**config.mk**
```make
export PLATFORM = sky130hd
export DESIGN_NAME = iter_alu
export DESIGN_NICKNAME = d
export VERILOG_FILES = /design/src/rtl/iter_alu.sv
export SDC_FILE = /design/constraint.sdc
export NUM_CORES = 1
export LEC_CHECK = 0
export CAP_MARGIN = 5
export CORE_MARGIN = 2
export CORE_UTILIZATION = 39
export DETAILED_ROUTE_END_ITERATION = 8
export PLACE_DENSITY = 0.67
export SYNTH_ARGS = -nofsm -noshare
export SYNTH_HDL_FRONTEND = slang
export SYNTH_SLANG_ARGS = --single-unit
export TNS_END_PERCENT = 100
```
**constraint.sdc**
```tcl
create_clock -name i_clk -period 4.4 [get_ports i_clk]
set_input_delay 0.44 -clock i_clk [delete_from_list [all_inputs] [get_ports i_clk]]
set_output_delay 0.44 -clock i_clk [all_outputs]
set_load 0.05 [all_outputs]
```
**src/rtl/iter_alu.sv**
```systemverilog
// Iterative execute-stage ALU: single-cycle arithmetic/logic ops and bit-serial
// shifts, with the registered result returned over a valid/ready handshake.
module iter_alu #(
    parameter int XLEN = 32,
    parameter int SHW  = $clog2(XLEN)
) (
    input  logic            i_clk,
    input  logic            i_rst_n,
    input  logic            i_in_valid,
    output logic            o_in_ready,
    input  logic [3:0]      i_alu_sel,
    input  logic [XLEN-1:0] i_op_a,
    input  logic [XLEN-1:0] i_op_b,
    input  logic            i_flush,
    output logic            o_out_valid,
    input  logic            i_out_ready,
    output logic [XLEN-1:0] o_result,
    output logic            o_zero
);

    localparam logic [3:0] ALU_ADD  = 4'd0;
    localparam logic [3:0] ALU_SUB  = 4'd1;
    localparam logic [3:0] ALU_AND  = 4'd2;
    localparam logic [3:0] ALU_OR   = 4'd3;
    localparam logic [3:0] ALU_XOR  = 4'd4;
    localparam logic [3:0] ALU_SLT  = 4'd5;
    localparam logic [3:0] ALU_SLTU = 4'd6;
    localparam logic [3:0] ALU_SLL  = 4'd7;
    localparam logic [3:0] ALU_SRL  = 4'd8;
    localparam logic [3:0] ALU_SRA  = 4'd9;

    localparam logic [1:0] ST_IDLE  = 2'd0;
    localparam logic [1:0] ST_SHIFT = 2'd1;
    localparam logic [1:0] ST_DONE  = 2'd2;

    localparam logic [1:0] SH_SLL = 2'd0;
    localparam logic [1:0] SH_SRL = 2'd1;
    localparam logic [1:0] SH_SRA = 2'd2;

    localparam logic [SHW-1:0] CNT_ZERO = {SHW{1'b0}};
    localparam logic [SHW-1:0] CNT_ONE  = {{(SHW-1){1'b0}}, 1'b1};

    function automatic logic [XLEN-1:0] shift1(input logic [XLEN-1:0] v, input logic [1:0] kind);
        logic [XLEN-1:0] r;
        case (kind)
            SH_SLL:  r = {v[XLEN-2:0], 1'b0};
            SH_SRL:  r = {1'b0, v[XLEN-1:1]};
            SH_SRA:  r = {v[XLEN-1], v[XLEN-1:1]};
            default: r = v;
        endcase
        return r;
    endfunction

    function automatic logic is_zero(input logic [XLEN-1:0] v);
        return (v == {XLEN{1'b0}});
    endfunction

    logic [1:0]      r_state;
    logic            r_out_valid;
    logic [XLEN-1:0] r_result;
    logic            r_zero;
    logic [XLEN-1:0] r_acc;
    logic [SHW-1:0]  r_cnt;
    logic [1:0]      r_sh_kind;

    logic [1:0]      w_state_nxt;
    logic [XLEN-1:0] w_res_nxt;
    logic            w_zero_nxt;
    logic [XLEN-1:0] w_acc_nxt;
    logic [SHW-1:0]  w_cnt_nxt;
    logic [1:0]      w_kind_nxt;

    logic [XLEN-1:0] w_alu_res;
    logic            w_is_shift;
    logic [1:0]      w_sh_kind;
    logic [SHW-1:0]  w_shamt;
    logic            w_lt_s;
    logic            w_lt_u;
    logic [XLEN-1:0] w_a_step;
    logic [XLEN-1:0] w_acc_step;

    assign w_shamt    = i_op_b[SHW-1:0];
    assign w_lt_s     = ($signed(i_op_a) < $signed(i_op_b));
    assign w_lt_u     = (i_op_a < i_op_b);
    assign w_a_step   = shift1(i_op_a, w_sh_kind);
    assign w_acc_step = shift1(r_acc, r_sh_kind);

    assign o_in_ready  = (r_state == ST_IDLE) & ~i_flush;
    assign o_out_valid = r_out_valid;
    assign o_result    = r_result;
    assign o_zero      = r_zero;

    // Decode the request: single-cycle result or shift kind.
    always_comb begin
        w_alu_res  = {XLEN{1'b0}};
        w_is_shift = 1'b0;
        w_sh_kind  = SH_SLL;
        case (i_alu_sel)
            ALU_ADD:  w_alu_res = i_op_a + i_op_b;
            ALU_SUB:  w_alu_res = i_op_a - i_op_b;
            ALU_AND:  w_alu_res = i_op_a & i_op_b;
            ALU_OR:   w_alu_res = i_op_a | i_op_b;
            ALU_XOR:  w_alu_res = i_op_a ^ i_op_b;
            ALU_SLT:  w_alu_res = {{(XLEN-1){1'b0}}, w_lt_s};
            ALU_SLTU: w_alu_res = {{(XLEN-1){1'b0}}, w_lt_u};
            ALU_SLL: begin
                w_is_shift = 1'b1;
                w_sh_kind  = SH_SLL;
            end
            ALU_SRL: begin
                w_is_shift = 1'b1;
                w_sh_kind  = SH_SRL;
            end
            ALU_SRA: begin
                w_is_shift = 1'b1;
                w_sh_kind  = SH_SRA;
            end
            default:  w_alu_res = {XLEN{1'b0}};
        endcase
    end

    // Next-state logic. The first shift bit is taken on the accept edge itself,
    // so a shift by n becomes visible n cycles after accept.
    always_comb begin
        w_state_nxt = r_state;
        w_res_nxt   = r_result;
        w_zero_nxt  = r_zero;
        w_acc_nxt   = r_acc;
        w_cnt_nxt   = r_cnt;
        w_kind_nxt  = r_sh_kind;
        if (i_flush) begin
            w_state_nxt = ST_IDLE;
        end else begin
            case (r_state)
                ST_IDLE: begin
                    if (i_in_valid) begin
                        if (w_is_shift) begin
                            w_kind_nxt = w_sh_kind;
                            if (w_shamt == CNT_ZERO) begin
                                w_acc_nxt   = i_op_a;
                                w_cnt_nxt   = CNT_ZERO;
                                w_res_nxt   = i_op_a;
                                w_zero_nxt  = is_zero(i_op_a);
                                w_state_nxt = ST_DONE;
                            end else if (w_shamt == CNT_ONE) begin
                                w_acc_nxt   = w_a_step;
                                w_cnt_nxt   = CNT_ZERO;
                                w_res_nxt   = w_a_step;
                                w_zero_nxt  = is_zero(w_a_step);
                                w_state_nxt = ST_DONE;
                            end else begin
                                w_acc_nxt   = w_a_step;
                                w_cnt_nxt   = w_shamt - CNT_ONE;
                                w_state_nxt = ST_SHIFT;
                            end
                        end else begin
                            w_res_nxt   = w_alu_res;
                            w_zero_nxt  = is_zero(w_alu_res);
                            w_state_nxt = ST_DONE;
                        end
                    end else begin
                        w_state_nxt = ST_IDLE;
                    end
                end
                ST_SHIFT: begin
                    w_acc_nxt = w_acc_step;
                    w_cnt_nxt = r_cnt - CNT_ONE;
                    if (r_cnt == CNT_ONE) begin
                        w_res_nxt   = w_acc_step;
                        w_zero_nxt  = is_zero(w_acc_step);
                        w_state_nxt = ST_DONE;
                    end else begin
                        w_state_nxt = ST_SHIFT;
                    end
                end
                ST_DONE: begin
                    if (i_out_ready) begin
                        w_state_nxt = ST_IDLE;
                    end else begin
                        w_state_nxt = ST_DONE;
                    end
                end
                default: w_state_nxt = ST_IDLE;
            endcase
        end
    end

    // State, datapath and output registers with synchronous active-low reset.
    always_ff @(posedge i_clk) begin
        if (!i_rst_n) begin
            r_state     <= ST_IDLE;
            r_out_valid <= 1'b0;
            r_result    <= {XLEN{1'b0}};
            r_zero      <= 1'b1;
            r_acc       <= {XLEN{1'b0}};
            r_cnt       <= CNT_ZERO;
            r_sh_kind   <= SH_SLL;
        end else begin
            r_state     <= w_state_nxt;
            r_out_valid <= (w_state_nxt == ST_DONE);
            r_result    <= w_res_nxt;
            r_zero      <= w_zero_nxt;
            r_acc       <= w_acc_nxt;
            r_cnt       <= w_cnt_nxt;
            r_sh_kind   <= w_kind_nxt;
        end
    end

endmodule

```
==> impl_metrics.toml, run 1 <==
[status]
outcome = "finished, final reports clean"

[clocking]
worst_setup_hold_path_clk_slew_ps = 70
cts-hold-fix-buffers = 0
post-cts-setup-buffer-count = 0
clock_buffers_created_by_tritoncts = 9
cts_tree = "done"
clk-insertion-delay-late_ps = 350
post_cts_resize_count = 0
htree_levels = 3
clock_tree.root_cell = "sky130_fd_sc_hd__clkbuf_16"
cts_sinks = 75
ctsLongestPathBuffers = 2

[synth]
ys_types = 88
synth_top_cells_by_count = "sky130_fd_sc_hd__a21oi_1, sky130_fd_sc_hd__nor2_1, sky130_fd_sc_hd__nand2_1"
yosys.area.top_type_share_pct = 13.45
synth_top_cell_by_area = "sky130_fd_sc_hd__dfxtp_1"
synth_enable_flop_cells = 0
post_synth_inst_count = 1570
synth.yosys.seq_area_share_pct = 13.45
post_synth_main_area_contributors = "sky130_fd_sc_hd__dfxtp_1, sky130_fd_sc_hd__ha_1, sky130_fd_sc_hd__a21oi_1, sky130_fd_sc_hd__mux2i_1, sky130_fd_sc_hd__nor2_1"
synth_flop_cell = "sky130_fd_sc_hd__dfxtp_1"
most_used_standard_cell_by_instance_count_after_synthesis = "sky130_fd_sc_hd__a21oi_1"
synth.cell_area_sq_um = 11160
number_of_flip_flops_and_latches_in_the_synthesized_netlist = 75
post_synth.cell_area_avg_sq_um = 7.108
synth_fp_nets = 1762
ys_warn_count = 0
async_flop_share_pct = 0

[floorplan]
fp.dieArea_sq_um = 29980
initial_utilization_pct = 39.84
die_y_microns = 173.2
floorplan.rows = 61
num_io_pins = 108
die_x_microns = 173.2
core_region_area_sq_um = 28010

[setup_path]
cp_slowest_stage_delay_ps = 530
timing.rr.end = "o_zero"
worst-path-max-fanout = 4
cp_data_arrival_time_ps = 4580
setup_crit_start_kind = "primary input"
cp_slowest_cell = "sky130_fd_sc_hd__or4b_1"
endpoint_kind = "register"
worst-setup-path-type = "primary input to register"
crit_chain = "clkdlybuf4s50_1, ha_1, fa_1, a211oi_4, buf_4, o21ai_2, a31oi_1, o22ai_1, or3_1, o31a_1, or4b_1, nor4_2, nand4_1, nor4_1, a31o_1"
reg2reg_launch_point = "r_sh_kind[1]"
reg2regPathDepth = 11
worst-r2r-setup-slack_ps = 500
worstPathRequired_ps = 4690

[timing]
hold_slack_ps = 464.4
final_critical_path_setup_slack_ps = 112.0
timing.clock.skew_ps = 14.41
worst_slew_pin_slew_ps = 783.2
report.final.slew_viol_count = 0
timing.slew.headroom_pct = 47.60
post-route-min-period_ps = 4288
setup_viol = 0
fin_crit_sh_pct = 97.45
timing.final.hold_violations = 0
setup_tns_ps = 0
rsz0062_at_grt = "no"
maxClockFrequency_mhz = 233.2

[route]
number_of_design_rule_violations_left_after_detail_routing = 0
routed_wire_length_per_instance_microns = 21.63
wl_microns = 47200
vias = 13376
1st_iter_drt_viols = 1349
antenna_violating_nets_left = 0
detail_route.wirelength.met1_microns = 20930
wl_met2_microns = 20440
via_per_inst = 6.130
top_signal_layer_used = "met4"
drt_pass1_iterations = 6
routed-wl-met3_microns = 3762

[final_layout]
finalCoreUtilization_pct = 51.05
syn2layout_area_growth_pct = 28.13
layout.cells.non_filler = 2182
final.fill_count = 2838
final_layout_size_suffix_gt1_share_pct = 16.74
antenna_cells = 0
regArea_sq_um = 1504
final_net_count = 1991
multiInputGateArea_sq_um = 8850

[placed_design]
pre_cts_ws_ps = -237.5
dpl.hpwl_microns = 37390
io_buffer_count = 107
placed_cells_incl_taps = 2166
place.gp.congestion = 0.9924

[power_and_ir_drop]
p_per_area_nw_per_um2 = 209.9
leakage_component_of_the_power_nw = 6.130
ir_worst_vdd_mv = 0.1422

[hold_path]
worst_hold_path_type = "register to register"
min_delay_path_depth = 2
hold_start = "o_result[3]"
worst_hold_path.endpoint = "o_result[3]"

[global_route]
grt_util_overall_pct = 30.59
grt_pass1_vias = 12695
initial_antenna_violation_count = 0
grt_overflow = 0
grt_start_max_net_pins = 73
wire_length_of_the_first_global_routing_pass_microns = 72530

[run]
cap_violations = 0
==> layout make-up <==
| type | instances | share of cell area [%] |
|---|---|---|
| Clock buffer | 11 | 1.628 |
| Clock inverter | 5 | 0.4375 |
| Inverter | 99 | 2.599 |
| Multi-Input combinational cell | 1282 | 61.89 |
| Sequential cell | 75 | 10.52 |
| Tap cell | 378 | 3.308 |
| Timing Repair Buffer | 332 | 19.62 |
==> cell families (layout without fill, tap and decap cells) <==
logic type | count (synthesis) | in the layout | share of synthesized area, %
and+or+nand+nor | 521 | 521 | 23.03
xor gates and xnor gates | 13 | 13 | 1.020
DFF | 75 | 75 | 13.45
adders and majority gates | 119 | 119 | 13.48
muxes | 74 | 74 | 6.851
buffers and inverters | 213 | 447 | 7.949
AOI/OAI and AO/OA | 555 | 555 | 34.22
==> per-layer routing <==
metal	track usage, %	vias to the layer above
li1	-	6270
met4	12.32	0
met5	0	-
met2	48.12	655
met1	42.28	6320
met3	3.848	131
==> how the worst max path moves through the flow <==
stage | from | endpoint | cells after the start
6_report | i_op_a[0] | o_zero | 15
5_1_grt | i_op_a[0] | o_result[30] | 16
4_1_cts | i_op_a[1] | o_zero | 16
3_5_place_dp | i_op_a[1] | o_zero | 16
3_3_place_gp | i_op_a[1] | o_zero | 16
2_1_floorplan | i_op_a[0] | o_zero | 13
==> placed cells by master, fill, tap and decap left out, drive strengths merged, types with 7 or more instances in the layout <==
master and instances:
buf 226, a21oi 146, nor2 146, nand2 129, ha 117, clkdlybuf4s50 106
inv 100, o21ai 83, dfxtp 75, a211oi 67, o211ai 56, mux2i 55
nor3 43, nor2b 42, nand3 38, o211a 33, a31oi 22, nand2b 21
mux2 19, nand4 17, o221ai 16, nor4 15, a221oi 13, or3 12
or2 12, clkbuf 11, xnor2 10, o21bai 10, o2111ai 10, o31ai 10
a21boi 10, o22ai 8, and2 8, a21o 7, nor3b 7
==> critical path, delay by kind of cell <==
kind / cells / cell delay [ps]
simple gates: 5 / 1650
compound gates: 6 / 1050
fa+ha+maj: 2 / 750
buf+inv: 2 / 670
==> metrics by stage <==
stage | power [mW] | cell area, sq um
floorplan | 1.561 | 11160
global placement | 2.215 | 13970
detailed placement | 2.220 | 13970
CTS | 2.971 | 14270
global route | 3.149 | 14300
finish | 3.001 | 14300
==> state kept, by name, summed over array words and instances (netlist names) <==
signal,cells
o_result,32
r_acc,32
r_cnt,5
r_sh_kind,2
r_state,2
o_out_valid,1
o_zero,1
==> report_power, final <==
part | internal [mW] | switching, mW
logic | 0.630 | 0.881
clock network | 0.443 | 0.308
registers | 0.710 | 0.0299
(Power assumes the default switching activity.)
==> run 2, diff against run 1 <==
--- a/config.mk
+++ b/config.mk
@@ -6,10 +6,13 @@
 export NUM_CORES = 1
 export LEC_CHECK = 0
 export CAP_MARGIN = 5
+export CELL_PAD_IN_SITES_DETAIL_PLACEMENT = 0
+export CELL_PAD_IN_SITES_GLOBAL_PLACEMENT = 1
 export CORE_MARGIN = 2
 export CORE_UTILIZATION = 39
 export DETAILED_ROUTE_END_ITERATION = 8
-export PLACE_DENSITY = 0.67
+export PLACE_DENSITY = 0.85
+export RECOVER_POWER = 100
 export SYNTH_ARGS = -nofsm -noshare
 export SYNTH_HDL_FRONTEND = slang
 export SYNTH_SLANG_ARGS = --single-unit
==> impl_metrics.toml, run 2 (synthesis gave the netlist of run 1 again) <==
[status]
outcome = "finished, violations left"
violations = "capacitance limit, slew limit"

[route]
antenna_violating_nets_left = 0
wl_microns = 47700
drt_pass1_iterations = 6
vias = 13400
1st_iter_drt_viols = 1368
number_of_design_rule_violations_left_after_detail_routing = 0
via_per_inst = 6.091
routed_wire_length_per_instance_microns = 21.68

[power_and_ir_drop]
ir_worst_vdd_mv = 0.1699
p_per_area_nw_per_um2 = 208.1
p_seq_share_pct = 24.6
power.switching_fraction_pct = 40.27
power.switching_mw = 1.210
leakage_component_of_the_power_nw = 6.325
part_of_the_power_in_the_clock_network_pct = 24.9
comb_power_share_pct = 50.6
intPower_mw = 1.796
total_power_mw = 3.006

[global_route]
grt_start_max_net_pins = 73
initial_antenna_violation_count = 1
grt_overflow = 0
wire_length_of_the_first_global_routing_pass_microns = 73650
grt_pass1_vias = 12885
grt_util_overall_pct = 30.85

[clocking]
clk-insertion-delay-late_ps = 340
clock_tree.root_cell = "sky130_fd_sc_hd__clkbuf_16"
htree_levels = 3
clock_buffers_created_by_tritoncts = 9
cts-hold-fix-buffers = 0
cts_tree = "done"
worst_setup_hold_path_clk_slew_ps = 60
cts_sinks = 75
ctsLongestPathBuffers = 2

[timing]
fin_crit_sh_pct = 97.35
timing.clock.skew_ps = 5.769
setup_tns_ps = 0
timing.final.hold_violations = 0
report.final.slew_viol_count = 62
timing.slew.headroom_pct = -16.92
post-route-min-period_ps = 4283
maxClockFrequency_mhz = 233.5
setup_viol = 0
worst_slew_pin_slew_ps = 1747

[setup_path]
endpoint_kind = "register"
cp_slowest_cell = "sky130_fd_sc_hd__dlygate4sd3_1"
setup_crit_start_kind = "primary input"
reg2reg_launch_point = "r_sh_kind[1]"
cp_data_arrival_time_ps = 4570
cp_slowest_stage_delay_ps = 630
critical_path.startpoint = "i_op_b[4]"
worst-setup-path-type = "primary input to register"
worstPathRequired_ps = 4690
crit_chain = "dlygate4sd3_1, inv_1, ha_1, buf_4, o211ai_1, o21ai_2, nand4_1, o21ai_0, o2111ai_1, a222oi_1, buf_4, nand4bb_1, nor4_2, nand4_1, nor4_2, a31o_1"
worst-path-max-fanout = 5

[final_layout]
commonest_non_fill_non_tap_cell_in_the_layout = "sky130_fd_sc_hd__buf_4"
mostFrequentLayoutCells = "sky130_fd_sc_hd__buf_4, sky130_fd_sc_hd__a21oi_1, sky130_fd_sc_hd__nor2_1"
finalCoreUtilization_pct = 51.58
antenna_cells = 0
final_net_count = 2010
syn2layout_area_growth_pct = 29.47
final_layout_size_suffix_gt1_share_pct = 17.40

[floorplan]
die_x_microns = 173.2
initial_utilization_pct = 39.84
fp.dieArea_sq_um = 29980
core_region_area_sq_um = 28010
floorplan.rows = 61
num_io_pins = 108
die_y_microns = 173.2

[placed_design]
io_buffer_count = 107
dpl.hpwl_microns = 37340
place.gp.congestion = 0.9938

[hold_path]
hold_start = "o_result[28]"
worst_hold_path_type = "register to register"

[run]
cap_violations = 2
==> run 2: cell type report <==
class                           instances  area (sq um)
Tap cell                              378         473.0
Inverter                               99         371.6
Clock inverter                          4         51.30
Timing Repair Buffer                  351          2939
Multi-Input combinational cell       1282          8866
Fill cell                            2838         13560
Sequential cell                        75          1504
Clock buffer                           11         242.7
==> run 2: what timing repair did <==
action                                 in CTS  in global routing
setup endpoints to repair                   1                  1
resized for setup                           1                 11
gates cloned                                0                  0
endpoints found under the hold margin       0                  0
pin swaps                                   0                  2
buffers inserted                            0                  0
==> run 2: power groups by stage <==
| stage | clock [mW] | combinational (mW) | sequential [mW] |
|---|---|---|---|
| floorplan | 0 | 0.757 | 0.804 |
| global placement | 0 | 1.47 | 0.753 |
| detailed placement | 0 | 1.48 | 0.754 |
| CTS | 0.754 | 1.49 | 0.739 |
| global route | 0.785 | 1.63 | 0.743 |
| finish | 0.747 | 1.52 | 0.739 |
==> run 2: final timing paths <==
check	endpoint	slack, ps	depth (start not counted)
min reg2reg	o_result[28]	450	2
max	o_zero	120	16
max reg2reg	o_zero	670	12
min	o_result[28]	450	2
==> run 2: critical path: cells and delay by family <==
| kind | cells | cell delay (ps) |
|---|---|---|
| AO/OA/AOI/OAI | 6 | 1600 |
| adder cells (fa/ha/maj) | 1 | 400 |
| buffers and inverters | 4 | 1100 |
| AND/OR/NAND/NOR | 5 | 1040 |
==> run 2: metrics by stage <==
step           setup WS [ps]  hold slack, ps  instances  area [sq um]
2_1_floorplan          910.3           480.4       1570         11160
3_3_place_gp          -377.0           450.7       2185         14130
3_5_place_dp          -397.9           449.7       2185         14130
4_1_cts                92.75           458.9       2200         14430
5_1_grt               -13.84           471.4       2200         14450
6_report               116.8           453.9       2200         14450
==> run 2: routing by layer <==
metal / GRT usage, % / vias to the layer above / part of all wire [%]
met5: 0 / - / 0.027
met4: 9.110 / 2 / 2.8
met3: 5.013 / 81 / 8.2
met2: 50.60 / 642 / 45
met1: 41.53 / 6359 / 44
li1: - / 6316 / -
==> run 3, diff against run 2 <==
==> constraint.sdc (replaced) <==
create_clock -name i_clk -period 5.2 [get_ports i_clk]
set_input_delay 0.52 -clock i_clk [delete_from_list [all_inputs] [get_ports i_clk]]
set_output_delay 0.52 -clock i_clk [all_outputs]
set_load 0.05 [all_outputs]
==> impl_metrics.toml, run 3 (synthesis gave the netlist of run 1 again) <==
[route]
vias = 12797
routed_wire_length_per_instance_microns = 23.06
1st_iter_drt_viols = 1404
number_of_design_rule_violations_left_after_detail_routing = 0
drt_pass1_iterations = 5
wl_microns = 47050
antenna_violating_nets_left = 0
via_per_inst = 6.273

[setup_path]
cp_slowest_cell = "sky130_fd_sc_hd__o32ai_1"
cp_data_arrival_time_ps = 5070
cp_top_family = "compound AO/OA/AOI/OAI gates"
reg2regPathDepth = 12
worstPathRequired_ps = 5490
crit_chain = "dlygate4sd3_1, inv_1, ha_1, inv_1, a21oi_1, o31ai_1, a21oi_1, o32ai_1, nand2_1, a311o_1, a221oi_1, nand3_1, nor4_1, a31o_1"
cp_slowest_stage_delay_ps = 790
worst-setup-path-type = "primary input to register"
endpoint_kind = "register"
cp_num_cells = 14
setup_crit_start_kind = "primary input"
worst-path-max-fanout = 14
timing.critical_path.buf_inv = 3

[final_layout]
final_net_count = 1848
design_area_sq_um = 13130
commonest_non_fill_non_tap_cell_in_the_layout = "sky130_fd_sc_hd__a21oi_1"
final.fill_count = 2890
final_layout_size_suffix_gt1_share_pct = 8.669
mostFrequentLayoutCells = "sky130_fd_sc_hd__a21oi_1, sky130_fd_sc_hd__nor2_1, sky130_fd_sc_hd__nand2_1"
syn2layout_area_growth_pct = 17.64

[floorplan]
initial_utilization_pct = 39.84
floorplan.rows = 61
die_y_microns = 173.2
num_io_pins = 108
core_region_area_sq_um = 28010
die_x_microns = 173.2
fp.dieArea_sq_um = 29980

[clocking]
post_cts_resize_count = 0
cts-hold-fix-buffers = 0
cts_tree = "done"
post-cts-setup-buffer-count = 0
cts_sinks = 75
clock_buffers_created_by_tritoncts = 9
ctsLongestPathBuffers = 2
clock_tree.root_cell = "sky130_fd_sc_hd__clkbuf_16"
worst_setup_hold_path_clk_slew_ps = 70
htree_levels = 3
clk-insertion-delay-late_ps = 340

[run]
cap_violations = 0

[timing]
rsz0062_at_grt = "no"
report.final.slew_viol_count = 0
maxClockFrequency_mhz = 209.4
setup_tns_ps = 0
timing.slew.headroom_pct = 5.510
setup_viol = 0
timing.clock.skew_ps = 9.979
worst_slew_pin_slew_ps = 1417
post-route-min-period_ps = 4776
timing.final.hold_violations = 0
fin_crit_sh_pct = 91.85

[power_and_ir_drop]
ir_worst_vdd_mv = 0.1481
p_per_area_nw_per_um2 = 187.5
leakage_component_of_the_power_nw = 5.525

[hold_path]
min_delay_path_depth = 2
worst_hold_path_type = "register to register"

[global_route]
grt_overflow = 0
grt_pass1_vias = 11971
grt_util_overall_pct = 30.50
wire_length_of_the_first_global_routing_pass_microns = 71950
initial_antenna_violation_count = 1
grt_start_max_net_pins = 77

[placed_design]
detailed_place.area_sq_um = 12850
io_buffer_count = 107
dpl.hpwl_microns = 36480
place.gp.congestion = 0.9940

[status]
outcome = "finished, final reports clean"
[run 3: per-stage QoR]
step	hold slack (ps)	setup slack (ps)	cells	utilization (%)	power (mW)
final	458.8	423.8	2040	46.87	2.462
after global routing	484.8	181.9	2040	46.87	2.582
after CTS	466.5	528.0	2039	47.06	2.461
after detailed placement	457.5	198.7	2023	45.87	1.742
after global placement	445.1	192.6	2023	45.87	1.743
after floorplan	480.4	1630	1570	-	1.321
[run 3: cell type report]
type                       count  area [sq um]  share of cell area [%]
antenna                        1         2.502                 0.01906
clock buffer                  11         252.7                   1.925
clock inverter                 5         82.58                  0.6291
inverter                      99         371.6                   2.831
sequential                    75          1504                   11.46
multi-input combinational   1282          8787                   66.94
tap                          378         473.0                   3.603
timing repair buffer         189          1654                   12.60
[run 3: power breakdown]
| part | total [mW] | leakage [nW] | switching, mW | internal (mW) |
|---|---|---|---|---|
| logic | 1.12 | 4.75 | 0.714 | 0.407 |
| clock network | 0.715 | 0.167 | 0.265 | 0.450 |
| registers | 0.627 | 0.610 | 0.0259 | 0.601 |
| total | 2.46 | 5.53 | 1.00 | 1.46 |
[run 3: path summary, 6_finish.rpt]
kind / from / end / slack, ps
min reg2reg: o_result[26] / o_result[26] / 460
min: o_result[26] / o_result[26] / 460
max reg2reg: r_sh_kind[1] / o_zero / 790
max: i_op_a[12] / o_zero / 420
[run 3: tightest hold or removal path: cells and delay by family, from the launching register on]
family,cells,cell delay (ps)
AND/OR/NAND/NOR,1,40
AO/OA/AOI/OAI,1,60
flip-flops,1,310
[run 3: per-layer routing]
layer | vias up | global-route usage [%] | part of all wire, % | routed length, microns
met5 | - | 0 | 0 | 0
met4 | 0 | 13.67 | 4.5 | 2116
met3 | 117 | 5.915 | 8.3 | 3894
met2 | 613 | 47.13 | 44 | 20660
met1 | 6072 | 41.02 | 43 | 20380
li1 | 5995 | - | - | -
